`src/rtl/byte_stream_reader_if.sv`:
```
// Byte stream reader bus interface.
// Bundles every signal of the reader except clk and reset.
//   Write port    : wr_data, wr_addr, store
//   Command port  : start, start_addr, length
//   Stream port   : out_data, out_valid, out_ready
//   Status        : busy, done
// Modports:
//   slave  - the reader's view (write/command/out_ready in, stream/status out)
//   master - the view of whoever drives the reader
interface byte_stream_reader_if #(
  parameter int ADDR_W = 4
);
  logic [7:0]        wr_data;
  logic [ADDR_W-1:0] wr_addr;
  logic              store;
  logic              start;
  logic [ADDR_W-1:0] start_addr;
  logic [ADDR_W:0]   length;
  logic [7:0]        out_data;
  logic              out_valid;
  logic              out_ready;
  logic              busy;
  logic              done;

  modport slave (
    input  wr_data, wr_addr, store, start, start_addr, length, out_ready,
    output out_data, out_valid, busy, done
  );

  modport master (
    output wr_data, wr_addr, store, start, start_addr, length, out_ready,
    input  out_data, out_valid, busy, done
  );
endinterface

```
`src/rtl/byte_stream_reader.sv`:
```
// Byte stream reader.
// A DEPTH-byte register bank written one byte per clock, plus a read engine
// that, on a start command, streams `length` bytes from `start_addr` upward
// (wrapping mod DEPTH) on a valid/ready byte interface and then pulses done.
// Ports:
//   clk    - rising-edge clock
//   reset  - asynchronous, active-high reset (clears bank and engine)
//   bus    - byte_stream_reader_if.slave: write port, command port,
//            output stream (out_data/out_valid/out_ready), busy, done
module byte_stream_reader #(
  parameter int DEPTH  = 16,
  parameter int ADDR_W = 4
) (
  input  logic                clk,
  input  logic                reset,
  byte_stream_reader_if.slave bus
);

  typedef enum logic {
    IDLE = 1'b0,
    READ = 1'b1
  } state_t;

  // Bank held as a flat vector so each byte can be its own register with
  // an asynchronous clear, while reads index it with a simple part-select.
  logic [DEPTH*8-1:0] bank_flat;

  genvar gi;
  generate
    for (gi = 0; gi < DEPTH; gi++) begin : g_bank
      logic [7:0] byte_reg;

      always_ff @(posedge clk or posedge reset) begin
        if (reset) begin
          byte_reg <= 8'h00;
        end else if (bus.store && (bus.wr_addr == ADDR_W'(gi))) begin
          byte_reg <= bus.wr_data;
        end
      end

      assign bank_flat[gi*8 +: 8] = byte_reg;
    end
  endgenerate

  state_t            state_reg, state_next;
  logic [ADDR_W-1:0] ptr_reg, ptr_next;        // address of the next byte to load
  logic [ADDR_W:0]   remaining_reg, remaining_next;  // bytes left, including the one presented
  logic [7:0]        data_reg, data_next;
  logic              valid_reg, valid_next;
  logic              busy_reg, busy_next;
  logic              done_reg, done_next;

  // Reads see the bank as it was before this edge's store, giving
  // read-first behaviour for a same-edge store and load.
  logic [7:0] start_byte;
  logic [7:0] ptr_byte;
  assign start_byte = bank_flat[bus.start_addr*8 +: 8];
  assign ptr_byte   = bank_flat[ptr_reg*8 +: 8];

  always_ff @(posedge clk or posedge reset) begin
    if (reset) begin
      state_reg     <= IDLE;
      ptr_reg       <= '0;
      remaining_reg <= '0;
      data_reg      <= 8'h00;
      valid_reg     <= 1'b0;
      busy_reg      <= 1'b0;
      done_reg      <= 1'b0;
    end else begin
      state_reg     <= state_next;
      ptr_reg       <= ptr_next;
      remaining_reg <= remaining_next;
      data_reg      <= data_next;
      valid_reg     <= valid_next;
      busy_reg      <= busy_next;
      done_reg      <= done_next;
    end
  end

  always_comb begin
    state_next     = state_reg;
    ptr_next       = ptr_reg;
    remaining_next = remaining_reg;
    data_next      = data_reg;
    valid_next     = valid_reg;
    busy_next      = busy_reg;
    done_next      = 1'b0;

    case (state_reg)
      IDLE: begin
        if (bus.start) begin
          if (bus.length != '0) begin
            data_next      = start_byte;
            valid_next     = 1'b1;
            busy_next      = 1'b1;
            ptr_next       = bus.start_addr + 1'b1;
            remaining_next = bus.length;
            state_next     = READ;
          end else begin
            // Empty request completes immediately without any valid byte.
            done_next = 1'b1;
          end
        end
      end

      READ: begin
        // Without a transfer everything holds, which keeps out_data stable
        // through a stall even if the bank location is rewritten.
        if (valid_reg && bus.out_ready) begin
          if (remaining_reg == (ADDR_W+1)'(1)) begin
            valid_next     = 1'b0;
            busy_next      = 1'b0;
            done_next      = 1'b1;
            remaining_next = '0;
            state_next     = IDLE;
          end else begin
            data_next      = ptr_byte;
            ptr_next       = ptr_reg + 1'b1;
            remaining_next = remaining_reg - 1'b1;
          end
        end
      end

      default: state_next = IDLE;
    endcase
  end

  assign bus.out_data  = data_reg;
  assign bus.out_valid = valid_reg;
  assign bus.busy      = busy_reg;
  assign bus.done      = done_reg;

endmodule

```
`src/flat_wrapper.sv`:
```
// flat-port wrapper written by rule: the top's interface ports become plain ports
module byte_stream_reader_flat 
#(
  parameter int DEPTH  = 16,
  parameter int ADDR_W = 4
)
  (clk, reset, bus_wr_data, bus_wr_addr, bus_store, bus_start, bus_start_addr, bus_length, bus_out_ready, bus_out_data, bus_out_valid, bus_busy, bus_done);
  byte_stream_reader_if #(.ADDR_W(ADDR_W)) bus_i ();
  input  logic clk;
  input  logic reset;
  input wire logic [$bits(bus_i.wr_data)-1:0] bus_wr_data;
  input wire logic [$bits(bus_i.wr_addr)-1:0] bus_wr_addr;
  input wire logic [$bits(bus_i.store)-1:0] bus_store;
  input wire logic [$bits(bus_i.start)-1:0] bus_start;
  input wire logic [$bits(bus_i.start_addr)-1:0] bus_start_addr;
  input wire logic [$bits(bus_i.length)-1:0] bus_length;
  input wire logic [$bits(bus_i.out_ready)-1:0] bus_out_ready;
  output wire logic [$bits(bus_i.out_data)-1:0] bus_out_data;
  output wire logic [$bits(bus_i.out_valid)-1:0] bus_out_valid;
  output wire logic [$bits(bus_i.busy)-1:0] bus_busy;
  output wire logic [$bits(bus_i.done)-1:0] bus_done;
  assign bus_i.wr_data = bus_wr_data;
  assign bus_i.wr_addr = bus_wr_addr;
  assign bus_i.store = bus_store;
  assign bus_i.start = bus_start;
  assign bus_i.start_addr = bus_start_addr;
  assign bus_i.length = bus_length;
  assign bus_i.out_ready = bus_out_ready;
  assign bus_out_data = bus_i.out_data;
  assign bus_out_valid = bus_i.out_valid;
  assign bus_busy = bus_i.busy;
  assign bus_done = bus_i.done;
  byte_stream_reader #(.DEPTH(DEPTH), .ADDR_W(ADDR_W)) u_core (.clk(clk), .reset(reset), .bus(bus_i));
endmodule
```
`config.mk`:
```
export PLATFORM = sky130hd
export DESIGN_NAME = byte_stream_reader_flat
export DESIGN_NICKNAME = d
export VERILOG_FILES = /design/src/rtl/byte_stream_reader_if.sv /design/src/rtl/byte_stream_reader.sv /design/src/flat_wrapper.sv
export SDC_FILE = /design/constraint.sdc
export NUM_CORES = 1
export LEC_CHECK = 0
export ABC_AREA = 0
export CAP_MARGIN = 10
export CORE_MARGIN = 3
export CORE_UTILIZATION = 30
export DETAILED_ROUTE_END_ITERATION = 10
export GPL_ROUTABILITY_DRIVEN = 0
export GPL_TIMING_DRIVEN = 0
export PLACE_DENSITY_LB_ADDON = 0.08
export SLEW_MARGIN = 20
export SYNTH_ARGS = -nofsm -noshare
export SYNTH_HDL_FRONTEND = slang
export SYNTH_SLANG_ARGS = --single-unit
```
`constraint.sdc`:
```
create_clock -name clk -period 5.9 [get_ports clk]
set_clock_uncertainty 0.2 [all_clocks]
set_input_delay 1.475 -clock clk [delete_from_list [all_inputs] [get_ports clk]]
set_output_delay 1.475 -clock clk [all_outputs]
set_load 0.1 [all_outputs]
```
==> run metrics <==
DR WL/cell 21.9 um; crit path capture type register; final setup violation count 0; GR Overflow Total 0; pwr dens 477 mW/mm^2; post-synthesis sequential area ratio 50.7%; first-pass GRT wire length ~35000 um; CP max-delay cell clkdlybuf4s50_1; Crit Reg-Reg Endpoint u_core.bus.out_data[5]$_DFFE_PP0P_; worst hold path class reg2reg; Reg2Reg Depth 8; RSZ-0062 raised after global routing false; met2 Use GR 29.7%; Port Buffer Count 35; vias post-DR about 5400; Mapped Nets approximately 680; Mapped Cells 647; Yosys top cell area share 50.7%; fmax 251 MHz; fin util 36.8%; slowest stage delay, CP between 800 and 900 ps; Yosys reg bits ~150; initial antenna violation count 0; Slew HR 26.6%; crit path cell chain clkdlybuf4s50_1 -> mux2i_4 -> inv_2 -> buf_2 -> buf_2 -> mux2i_1 -> o22ai_1 -> o21ai_0 -> nand3_1; most common flop cell mapped by yosys dfrtp_1; die width around 160 um; Rows 56; leading area contributor after synthesis dfrtp_1; final setup margin 1920 ps; # hold bufs at CTS 0; Worst setup SP type input pin; # DRC 0; storage element area 0.00370 sq mm; most common cell in the netlist dfrtp_1; Final Max Slew Viols 0; Finished Layout Cells 1034; Tot Pwr 4.16 mW; CP arrival 4070 ps; drt first pass iters 5; synth warn 0; number of inserted diodes 0; DIE HEIGHT 162 um; worst-path maximum fanout 10; Initial DRC Count 413; Internal 2.54 mW; FF-to-FF Start u_core.state_reg$_DFF_PP0_; Ports 37; CP most frequent cell buf_2; worst hold endpoint u_core.ptr_reg[3]$_DFFE_PP0P_; Net count, final about 730; minimum clock period around 4000 ps; Crit path required time 5990 ps; clock sink count 148; status complete, no violations; Sw Pwr 1.61 mW; final WL 22700 um; Cell Area, Synth 0.00730 sq mm; final hold vios 0; number of flops mapped to enable cells by yosys 0; share of the clock period used by the worst path 67.4%; largest net degree at the start of global routing 102; leakage power roughly 3.7 nW; Hold Path Origin u_core.ptr_reg[3]$_DFFE_PP0P_; GRT Util Overall 17.9%; Initial Utilization 30.8%; Worst-Skew Late Latency 430 ps; DP Cell Count ~1000; Die Area 0.0263 sq mm; VDD IR-drop max 0.200 mV; Commonest cells post-synth 148 x dfrtp_1, 130 x mux2_2, 46 x nor2_1; max_cap viols 0; vias in the first global route 5683; Worst-Margin Slew approximately 1100 ps; Worst-path clk slew 60 ps; GR Util met1 24.4%; area of the multi-input gates 0.00334 sq mm; reg2reg setup slack between 3000 and 4000 ps; drt via density 5.22; hpwl dp between 15000 and 20000 um; Hold Crit Depth 2; DP Worst Slack about 1500 ps; number of fill cells 2354; CTS Root Cell clkbuf_16; max reg flops 128; post-route antenna net violation count 0; layout cells sized above 1 27.6%; Gate power share between 30% and 40%; post-CTS setup buffers 0; switching share of total power 38.8%; met3 Use GR 2.86%; buffer depth of the longest clock path 2; CTS tree built; syn_area_per_cell 11.3 sq um; Synth cell types 57; part of the power in registers 34.5%; Synth area leaders dfrtp_1 51%, mux2_2 20%, nor2_1 2.4%, nand2_1 2.2%, a21oi_1 2.1%; Clock power frac 28.0%; ys async rst share 100%; Core ar. 0.0237 sq mm; CTS buffer count 17; Setup CP Type in2reg; H-tree depth 4; grt peak-use layer met2; Area Overhead vs Synth 19.4%; post_cts resized 0
[kinds of logic (layout without fill, tap and decap cells)]
kind of cell               Yosys count  in the layout  synth area share [%]
DFF                                148            148                  50.7
adders and majority gates            3              3                 0.514
buffers and inverters               55            123                  3.61
xor gates and xnor gates             2              2                 0.240
muxes                              141            141                  21.8
and+or+nand+nor                    155            155                  10.3
AOI/OAI and AO/OA                  143            143                  12.9
[through the flow]
step / setup TNS (ps) / hold slack (ps) / area [sq um]
after floorplan: 0 / 266 / 7300
after global placement: -316660 / 285 / 8050
after detailed placement: 0 / 285 / 8090
after CTS: 0 / 299 / 8720
after global routing: 0 / 314 / 8720
final: 0 / 305 / 8720
[routing by layer]
metal | wire [um] | share of wire [%]
met1 | 10800 | 48
met2 | 10900 | 48
met3 | 643 | 2.8
met4 | 311 | 1.4
met5 | 0 | 0
[power by group through the flow]
stage | sequential, mW | clock, mW | combinational (mW)
2_1_floorplan | 1.60 | 0 | 0.906
3_3_place_gp | 1.44 | 0 | 1.55
3_5_place_dp | 1.45 | 0 | 1.56
4_1_cts | 1.43 | 1.19 | 1.57
5_1_grt | 1.47 | 1.23 | 1.71
6_report | 1.43 | 1.16 | 1.56
[cells in the final DEF (no fill, tap or decap), types with 4 or more instances in the layout]
cell,count
dfrtp_1,148
mux2_2,130
nor2_1,46
nand2_1,42
clkdlybuf4s50_1,35
a21oi_1,31
o21ai_0,28
o22ai_1,21
clkbuf_1,19
clkbuf_16,17
nor2b_1,16
buf_2,15
nand3_1,14
a221oi_1,12
nand2b_1,8
inv_1,8
mux2i_1,8
o21bai_1,8
o211ai_1,8
and3_1,7
buf_6,4
a21o_1,4
a222oi_1,4
a221o_1,4
nand4_1,4
[how the worst max path moves through the flow]
| stage | from | to | slack [ps] | cells after the start |
|---|---|---|---|---|
| finish | bus_start_addr[1] | u_core.bus.out_data[6]$_DFFE_PP0P_ | 1920 | 9 |
| global route | bus_start_addr[1] | u_core.bus.out_data[6]$_DFFE_PP0P_ | 1770 | 9 |
| CTS | bus_start_addr[1] | u_core.bus.out_data[6]$_DFFE_PP0P_ | 1930 | 9 |
| detailed placement | bus_start_addr[1] | u_core.bus.out_data[6]$_DFFE_PP0P_ | 1500 | 9 |
| global placement | reset | u_core.g_bank[2].byte_reg[2]$_DFFE_PP0P_ | -2150 | 2 |
| floorplan | reset | u_core.bus.done$_DFF_PP0_ | 250 | 1 |
[area by class of cell]
class | instances | share of cell area (%)
Inverter | 12 | 0.603
Multi-Input combinational cell | 444 | 38.3
Timing Repair Buffer | 36 | 4.33
Buffer | 43 | 2.51
Sequential cell | 148 | 42.5
Tap cell | 319 | 4.58
Clock buffer | 19 | 5.20
Clock inverter | 13 | 1.98
[worst max-delay path: cells and delay by family]
kind	cells	cell delay [ps]
buf+inv	4	1610
simple gates	1	100
compound gates	2	370
mux	2	500
No activity file was read; power rests on OpenSTA's default activity.
